**config.mk**
```make
export PLATFORM = sky130hd
export DESIGN_NAME = bsg_mem_1rw_sync_ctrl
export DESIGN_NICKNAME = d
export VERILOG_FILES = /design/src/rtl/bsg_mem_1rw_sync_ctrl_pkg.sv /design/src/rtl/bsg_mem_1rw_sync_resp_buf.sv /design/src/rtl/bsg_mem_1rw_sync_ctrl.sv
export SDC_FILE = /design/constraint.sdc
export NUM_CORES = 1
export LEC_CHECK = 0
export ABC_AREA = 1
export CAP_MARGIN = 10
export CELL_PAD_IN_SITES_DETAIL_PLACEMENT = 1
export CELL_PAD_IN_SITES_GLOBAL_PLACEMENT = 2
export CORE_MARGIN = 5
export CORE_UTILIZATION = 27
export CTS_BUF_LIST = sky130_fd_sc_hd__clkbuf_2 sky130_fd_sc_hd__clkbuf_4 sky130_fd_sc_hd__clkbuf_8
export CTS_CLUSTER_SIZE = 30
export DETAILED_ROUTE_END_ITERATION = 6
export GPL_ROUTABILITY_DRIVEN = 1
export PLACE_DENSITY_LB_ADDON = 0.1
export SKIP_CTS_REPAIR_TIMING = 1
export SLEW_MARGIN = 20
export SYNTH_ARGS = -nofsm -noshare
export SYNTH_HDL_FRONTEND = slang
export SYNTH_SLANG_ARGS = --single-unit
```
**constraint.sdc**
```tcl
create_clock -name clk_i -period 3.2 [get_ports clk_i]
set_clock_uncertainty 0.2 [all_clocks]
set_input_delay 0.64 -clock clk_i [delete_from_list [all_inputs] [get_ports clk_i]]
set_output_delay 0.64 -clock clk_i [all_outputs]
set_load 0.02 [all_outputs]
```
**src/rtl/bsg_mem_1rw_sync_ctrl_pkg.sv**
```systemverilog
// Shared types and constants for the 1rw sync RAM initiator.
// FSM states, response-buffer depth and address-width helper.
package bsg_mem_1rw_sync_ctrl_pkg;

   typedef enum logic {
      e_init  = 1'b0,
      e_ready = 1'b1
   } state_e;

   localparam int resp_els_lp = 2;

   function automatic int safe_clog2(input int n);
      return (n <= 1) ? 1 : $clog2(n);
   endfunction

endpackage

```
**src/rtl/bsg_mem_1rw_sync_resp_buf.sv**
```systemverilog
// Two-entry response FIFO with a bypass path from data_i.
// Captures the RAM's one-cycle read data when the consumer stalls.
module bsg_mem_1rw_sync_resp_buf
   import bsg_mem_1rw_sync_ctrl_pkg::*;
#(
   parameter int width_p = 32
)(
   input  logic               clk_i,
   input  logic               reset_i,
   input  logic               enq_v_i,
   input  logic [width_p-1:0] data_i,
   output logic               v_o,
   output logic [width_p-1:0] data_o,
   input  logic               yumi_i,
   output logic [1:0]         count_o
);

   logic [width_p-1:0] mem_r [resp_els_lp];
   logic               wr_ptr_r;
   logic               rd_ptr_r;
   logic [1:0]         count_r;
   logic               empty;
   logic               enq;
   logic               deq;

   assign empty   = (count_r == 2'd0);
   assign deq     = yumi_i & ~empty;
   assign enq     = enq_v_i & ~(empty & yumi_i);
   assign v_o     = ~empty | enq_v_i;
   assign data_o  = empty ? data_i : mem_r[rd_ptr_r];
   assign count_o = count_r;

   // Pointer and occupancy bookkeeping.
   always_ff @(posedge clk_i or posedge reset_i) begin
      if (reset_i) begin
         wr_ptr_r <= 1'b0;
         rd_ptr_r <= 1'b0;
         count_r  <= 2'd0;
      end else begin
         if (enq) wr_ptr_r <= ~wr_ptr_r;
         if (deq) rd_ptr_r <= ~rd_ptr_r;
         unique case ({enq, deq})
            2'b10:   count_r <= count_r + 2'd1;
            2'b01:   count_r <= count_r - 2'd1;
            default: count_r <= count_r;
         endcase
      end
   end

   // Entry storage; contents are don't-care until written.
   always_ff @(posedge clk_i) begin
      if (enq) mem_r[wr_ptr_r] <= data_i;
   end

   a_count: assert property (@(posedge clk_i) disable iff (reset_i)
      count_r <= 2'(resp_els_lp));

endmodule

```
**src/rtl/bsg_mem_1rw_sync_ctrl.sv**
```systemverilog
// Initiator for a single-port synchronous RAM.
// Optional zero-fill after reset, then valid/ready requests and buffered reads.
module bsg_mem_1rw_sync_ctrl
   import bsg_mem_1rw_sync_ctrl_pkg::*;
#(
   parameter int width_p       = 32,
   parameter int els_p         = 64,
   parameter int init_p        = 1,
   parameter int addr_width_lp = safe_clog2(els_p)
)(
   input  logic                     clk_i,
   input  logic                     reset_i,
   input  logic                     v_i,
   input  logic                     w_i,
   input  logic [addr_width_lp-1:0] addr_i,
   input  logic [width_p-1:0]       data_i,
   output logic                     ready_o,
   output logic                     v_o,
   output logic [width_p-1:0]       data_o,
   input  logic                     yumi_i,
   output logic                     init_done_o,
   output logic                     mem_v_o,
   output logic                     mem_w_o,
   output logic [addr_width_lp-1:0] mem_addr_o,
   output logic [width_p-1:0]       mem_data_o,
   input  logic [width_p-1:0]       mem_data_i
);

   localparam logic [addr_width_lp-1:0] last_addr_lp =
      addr_width_lp'(els_p - 1);

   state_e                   state_r;
   state_e                   state_n;
   logic [addr_width_lp-1:0] init_cnt_r;
   logic                     rd_inflight_r;
   logic [1:0]               count;
   logic [2:0]               credits;
   logic                     ready;
   logic                     accept;

   // Outstanding reads = one in the RAM pipe plus whatever is buffered.
   assign credits = {1'b0, count} + {2'b00, rd_inflight_r};
   assign ready   = (state_r == e_ready) & ~reset_i
                  & (credits < 3'(resp_els_lp));
   assign accept  = v_i & ready;

   // State register; skips zero-fill when init is disabled.
   always_ff @(posedge clk_i or posedge reset_i) begin
      if (reset_i) state_r <= (init_p != 0) ? e_init : e_ready;
      else         state_r <= state_n;
   end

   // Leave INIT once the last word has been written.
   always_comb begin
      state_n = state_r;
      unique case (state_r)
         e_init:  if (init_cnt_r == last_addr_lp) state_n = e_ready;
         e_ready: state_n = e_ready;
      endcase
   end

   // RAM port mux and handshake outputs.
   always_comb begin
      ready_o     = ready;
      init_done_o = 1'b0;
      mem_v_o     = 1'b0;
      mem_w_o     = 1'b0;
      mem_addr_o  = '0;
      mem_data_o  = '0;
      unique case (state_r)
         e_init: begin
            mem_v_o    = ~reset_i;
            mem_w_o    = 1'b1;
            mem_addr_o = init_cnt_r;
         end
         e_ready: begin
            init_done_o = ~reset_i;
            if (accept) begin
               mem_v_o    = 1'b1;
               mem_w_o    = w_i;
               mem_addr_o = addr_i;
               mem_data_o = data_i;
            end
         end
      endcase
   end

   // Zero-fill address walks the array once.
   always_ff @(posedge clk_i or posedge reset_i) begin
      if (reset_i)                 init_cnt_r <= '0;
      else if (state_r == e_init)  init_cnt_r <= init_cnt_r + 1'b1;
   end

   // Read data shows up on mem_data_i one cycle after an accepted read.
   always_ff @(posedge clk_i or posedge reset_i) begin
      if (reset_i) rd_inflight_r <= 1'b0;
      else         rd_inflight_r <= accept & ~w_i;
   end

   bsg_mem_1rw_sync_resp_buf #(
      .width_p (width_p)
   ) resp_buf (
      .clk_i   (clk_i),
      .reset_i (reset_i),
      .enq_v_i (rd_inflight_r),
      .data_i  (mem_data_i),
      .v_o     (v_o),
      .data_o  (data_o),
      .yumi_i  (yumi_i),
      .count_o (count)
   );

   a_yumi: assert property (@(posedge clk_i) disable iff (reset_i)
      !(yumi_i && !v_o));

endmodule

```
* After elaboration in Yosys (flattened, before gate mapping) *
Memory sizes are Yosys's and may differ from the RTL's.
Cells that the tools add are included.

word-level totals
  register bits after elaboration = 12
  latch bits = 0
  memory bits (writable) = 64
  ROM bits = 0
  bits of input ports = 75
  output and inout bits = 75
  word-level logic and storage cells = 47
  memories = 1

memory list
  memory          depth  bits a word  rd ports  clocked after memory_dff  wr ports  line                             source
  resp_buf.mem_r  2      32           1         0                         1         bsg_mem_1rw_sync_resp_buf.sv:18  logic [width_p-1:0] mem_r [resp_els_lp];

operators by class
  add/sub/neg operators = 4
  multipliers = 0
  divide/modulo/power cells = 0
  $lt $le $gt $ge = 1
  equality and inequality tests = 3
  shift operators = 0
  multiplexer cells = 15
  bitwise operators = 15
  reduce and logical (&&, ||, !) cells = 2

operator list
  cell                                                                           number
  32-bit 2-to-1 mux                                                              3
  6-bit case mux with 2 select lines                                             1
  1-bit AND                                                                      7
  1-bit NOT                                                                      7
  6-bit by 1-bit adder with 6-bit output (second input constant)                 1
  6-bit == test (second input constant)                                          1
  1-bit 2-to-1 mux                                                               6
  6-bit 2-to-1 mux                                                               1
  1-bit case mux with 2 select lines                                             3
  2-bit case mux with 2 select lines                                             1
  2-bit by 1-bit adder with 3-bit output                                         1
  3-bit by 2-bit less-than comparator with 1-bit output (second input constant)  1
  2-bit by 1-bit adder with 2-bit output (second input constant)                 1
  2-bit by 1-bit == test with 1-bit output (second input constant)               1
  2-bit == test (second input constant)                                          1
  2-bit logical NOT                                                              1
  2-bit nonzero test                                                             1
  2-bit by 1-bit subtractor with 2-bit output (second input constant)            1
  1-bit OR                                                                       1

* Logic depth before layout (Yosys ltp) *
  depth after elaboration = 6
  depth in mapped cells = 9
  depth with buffers taken out = 8

* Cells and area by module *
A second synthesis with hierarchy kept.

second synthesis, totals
  cell total of the unflattened synthesis = 439
  area, all modules = 3,778.6 um^2

by module, submodules not included
  module                     instances  cells an instance  area an instance (um^2)  sequential area each (um^2)
  bsg_mem_1rw_sync_resp_buf  1          303                2,987.9                  2,021.9
  bsg_mem_1rw_sync_ctrl      1          136                790.8                    200.2

* Worst setup path before layout *
OpenSTA, ideal clock, no wires.

  path kind = input to register
  start point = input port yumi_i
  end point = memory resp_buf.mem_r[1][0] (enable)
  setup time = 0.421 ns
  arrival time = 2.147 ns
  data required time = 2.579 ns
  path slack = 0.432 ns
  stages on the path = 3
  buffers on the path = 0
  cells stage by stage = nand2_1 nand2_1 nor2_1

on the way
  word-level cells in the longest chain between the ends = 5

ends and longest elaborated chain
  element                                 line                             source
  start, declared                         bsg_mem_1rw_sync_ctrl.sv:20      input logic yumi_i,
  1-bit AND                               bsg_mem_1rw_sync_resp_buf.sv:28  assign enq = enq_v_i & ~(empty & yumi_i);
  1-bit NOT                               bsg_mem_1rw_sync_resp_buf.sv:28
  1-bit AND                               bsg_mem_1rw_sync_resp_buf.sv:28
  1-bit 2-to-1 mux                        bsg_mem_1rw_sync_resp_buf.sv:52  if (enq) mem_r[wr_ptr_r] <= data_i;
  1-bit 2-to-1 mux (implied by the code)  bsg_mem_1rw_sync_resp_buf.sv:52
  end, declared                           bsg_mem_1rw_sync_resp_buf.sv:18

Every way passes these cells.

* Worst setup path in the final report *
  start point = register resp_buf.rd_ptr_r
  end point = output port data_o[31]

on the way
  word-level cells in the longest chain between the ends = 2

ends and longest elaborated chain
  element                 line                             source
  start, declared         bsg_mem_1rw_sync_resp_buf.sv:20  logic rd_ptr_r;
  start signal, assigned  bsg_mem_1rw_sync_resp_buf.sv:41  if (deq) rd_ptr_r <= ~rd_ptr_r;
  memory read 2 x 32 bit  -
  32-bit 2-to-1 mux       bsg_mem_1rw_sync_resp_buf.sv:30  assign data_o = empty ? data_i : mem_r[rd_ptr_r];
  end, declared           bsg_mem_1rw_sync_ctrl.sv:19      output logic [width_p-1:0] data_o,

Every way passes these cells.

==> flow_metrics.py <==
metrics = {
    "timing": {
        "fin_crit_sh_pct": 93.63,
        "min_period_ns": 2.996,
        "grt_setup_unrepaired": "false",
        "whs_ns": 0.2810,
        "setup_viol": 0,
        "max_slew_margin_pct": 67.72,
        "setup_tns_ns": 0,
        "fmax_ghz": 0.3338,
        "hold_viol_final": 0,
        "timing.final.ws_setup_ns": 0.2039,
        "worstMarginPinSlew_ns": 0.4842,
        "finalMaxSlewViolations": 0,
    },
    "cts": {
        "clock-sinks": 76,
        "cts_root_buffer": "clkbuf_8",
        "clk_pin_slew_ns": 0.07,
        "cts_tree": "done",
        "cts_made_buffers": 9,
        "worstSkewPairLatency_ns": 0.35,
        "cts-htree-levels": 3,
        "cts_buffer_depth": 2,
    },
    "worst_setup_path": {
        "crit_path_frequent_cell": "o21ai_0",
        "cp_slowest_stage_delay_ns": 0.65,
        "cp-end-kind": "output port",
        "r2r_cells": 9,
        "cp_num_cells": 5,
        "cp_max_fo": 21,
        "path_buf_inv": 2,
        "cp_cell_sequence": "buf_4, nand2_1, o21ai_0, o21ai_0, clkdlybuf4s50_1",
        "worstPathArrival_ns": 2.16,
        "critical_path.top_delay_family": "buffers and inverters",
        "path_class": "flop to output port",
        "start_kind": "flop",
        "critPathRequiredTime_ns": 2.36,
        "slowest_stage": "clkdlybuf4s50_1",
    },
    "route": {
        "wirelength_mm": 10.70,
        "drtIter0Drc": 102,
        "drt.antenna.violating_nets": 0,
        "dr.pass1.iters": 4,
        "wl_per_cell_um": 14.38,
        "vias_per_cell": 4.228,
        "vias": 3146,
        "drc": 0,
    },
    "final_layout": {
        "syn2layout_area_growth_pct": 51.81,
        "fillers": 1663,
        "drive_gt1_share_pct": 13.21,
        "antenna_cells": 0,
        "nets": 632,
    },
    "min_path": {
        "hold-path-cell-count": 2,
        "hp-class": "flop to flop",
    },
    "global_routing": {
        "grt_use_total_pct": 12.76,
        "grt_pass1_wl_mm": 16.77,
        "grt_max_degree": 40,
        "globalRouteOverflowTotal": 0,
        "first_global_vias": 3341,
        "antenna_found_initial": 0,
    },
    "yosys": {
        "synth_warnings": 0,
        "avgSynthCellArea_sq_um": 9.903,
        "ys_ff_latch": 76,
        "syn_nets": 475,
        "ys.flop_type": "edfxtp_1",
        "async_reset_ff_share_pct": 15.79,
        "syn-cell-area_sq_mm": 0.003941,
        "synth.most_common_cell": "nand2_1",
        "yosysTopAreaCell": "edfxtp_1",
        "synth_edf_count": 64,
        "yosys-top-cells-count": "nand2_1, inv_1, o21ai_0",
        "synth_cells": 398,
        "synth.distinct_cells": 27,
        "ys_top_cells_by_area": "edfxtp_1, nand2_1, nor2_4, o21ai_0, dfrtp_1",
        "ys_seq_area_share_pct": 56.38,
        "synth_top_area_share_pct": 48.76,
    },
    "floorplan": {
        "fp.dieW_um": 130.8,
        "num_io_pins": 150,
        "die_h_um": 130.8,
        "core_sq_mm": 0.01442,
        "num_rows": 44,
        "initial_core_util_pct": 27.32,
        "die-area_sq_mm": 0.01711,
    },
    "power": {
        "pwr_density_cell_mw_per_mm2": 600.9,
        "p_leak_nw": 3.014,
        "ir_drop_mv": 0.2028,
    },
    "place": {
        "numPortBuffers": 149,
        "hpwlAfterDp_mm": 7.982,
        "post-place-ws_ns": -0.01846,
        "gp_congestion": 0.7131,
    },
    "run": {
        "drv_cap": 0,
    },
    "status": {
        "status": "finished, final reports clean",
    },
}
==> registers in the layout, summed over array words and instances, names as in the netlist <==
signal	flops
init_cnt_r	6
resp_buf.count_o	2
resp_buf.rd_ptr_r	1
resp_buf.mem_r	64
state_r	1
resp_buf.wr_ptr_r	1
rd_inflight_r	1
==> kinds of logic (layout without fill, tap and decap cells) <==
| group | count (synthesis) | count (layout) | synth area share [%] |
|---|---|---|---|
| AO/OA/AOI/OAI | 67 | 67 | 8.508 |
| XOR/XNOR | 5 | 5 | 1.111 |
| adder cells (fa/ha/maj) | 2 | 2 | 0.6348 |
| buffers and inverters | 95 | 257 | 11.14 |
| flip-flops | 76 | 76 | 56.38 |
| AND/OR/NAND/NOR | 153 | 153 | 22.22 |
==> worst paths after layout <==
| check | from | to | slack (ns) |
|---|---|---|---|
| setup / recovery | resp_buf.rd_ptr_r | data_o[31] | 0.20 |
| hold / removal | resp_buf.wr_ptr_r | resp_buf.wr_ptr_r | 0.28 |
| setup reg to reg | resp_buf.count_o[0] | resp_buf.count_o[1] | 1.12 |
| hold reg to reg | resp_buf.wr_ptr_r | resp_buf.wr_ptr_r | 0.28 |
| max in group asynchronous | reset_i | resp_buf.rd_ptr_r | 2.14 |
| min in group asynchronous | reset_i | state_r | 0.45 |
==> worst reg2reg max path, delay by kind of cell (launching register included) <==
family / cells / cell delay, ns
DFF: 1 / 0.46
and+or+nand+nor: 6 / 0.59
adders and majority gates: 1 / 0.28
buffers and inverters: 2 / 0.44
==> through the flow <==
stage                     total power [mW]  utilization, %  cell area (sq um)  instances
after floorplan                      2.086               -               3941        398
after global placement               2.908           39.39               5682        728
after detailed placement             2.927           39.39               5682        728
after CTS                            3.672           40.77               5881        744
after global routing                 3.843           41.48               5983        744
final                                3.595           41.48               5983        744
==> layer usage <==
metal / vias up / routed length [um] / GRT usage, %
met1: 1483 / 4129 / 14.19
met4: 0 / 152 / 4.537
met5: - / 0 / 0
met2: 85 / 5493 / 21.89
li1: 1566 / - / -
met3: 12 / 922 / 5.407
==> layout by cell type, fill, tap and decap left out <==
master and count:
ha_1 2, nand2_8 1, inv_2 2, or2_2 1, buf_4 13, nand2_4 2
clkbuf_8 9, clkinv_4 1, nor2_8 1, o21ai_0 66, nor2_2 1, clkinv_2 2
clkinvlp_4 3, dlymetal6s2s_1 40, nor2_4 32, xnor2_1 2, dfrtp_1 11, nor2_1 5
or2_1 1, dfrtp_4 1, nand3b_1 1, nand2_1 97, inv_1 73, bufinv_16 1
inv_6 1, buf_12 3, o21ai_1 1, xor2_1 3, clkdlybuf4s50_1 109, nand4_1 1
nand3_1 10, edfxtp_1 64
==> layout make-up <==
type                            instances  area (sq um)  area share (%)
Timing Repair Buffer                  165          1749           29.23
Multi-Input combinational cell        227          1292           21.60
Sequential cell                        76          2226           37.20
Clock buffer                            9         123.9           2.070
Clock inverter                          7         75.07           1.255
Tap cell                              184         230.2           3.848
Inverter                               76         286.5           4.789
==> power by group <==
group / total [mW] / leakage (nW) / internal, mW / switching (mW)
clock: 0.730 / 0.0918 / 0.362 / 0.367
sequential: 1.16 / 0.721 / 1.10 / 0.0615
combinational: 1.71 / 2.20 / 0.767 / 0.941
(Power assumes the default switching activity.)
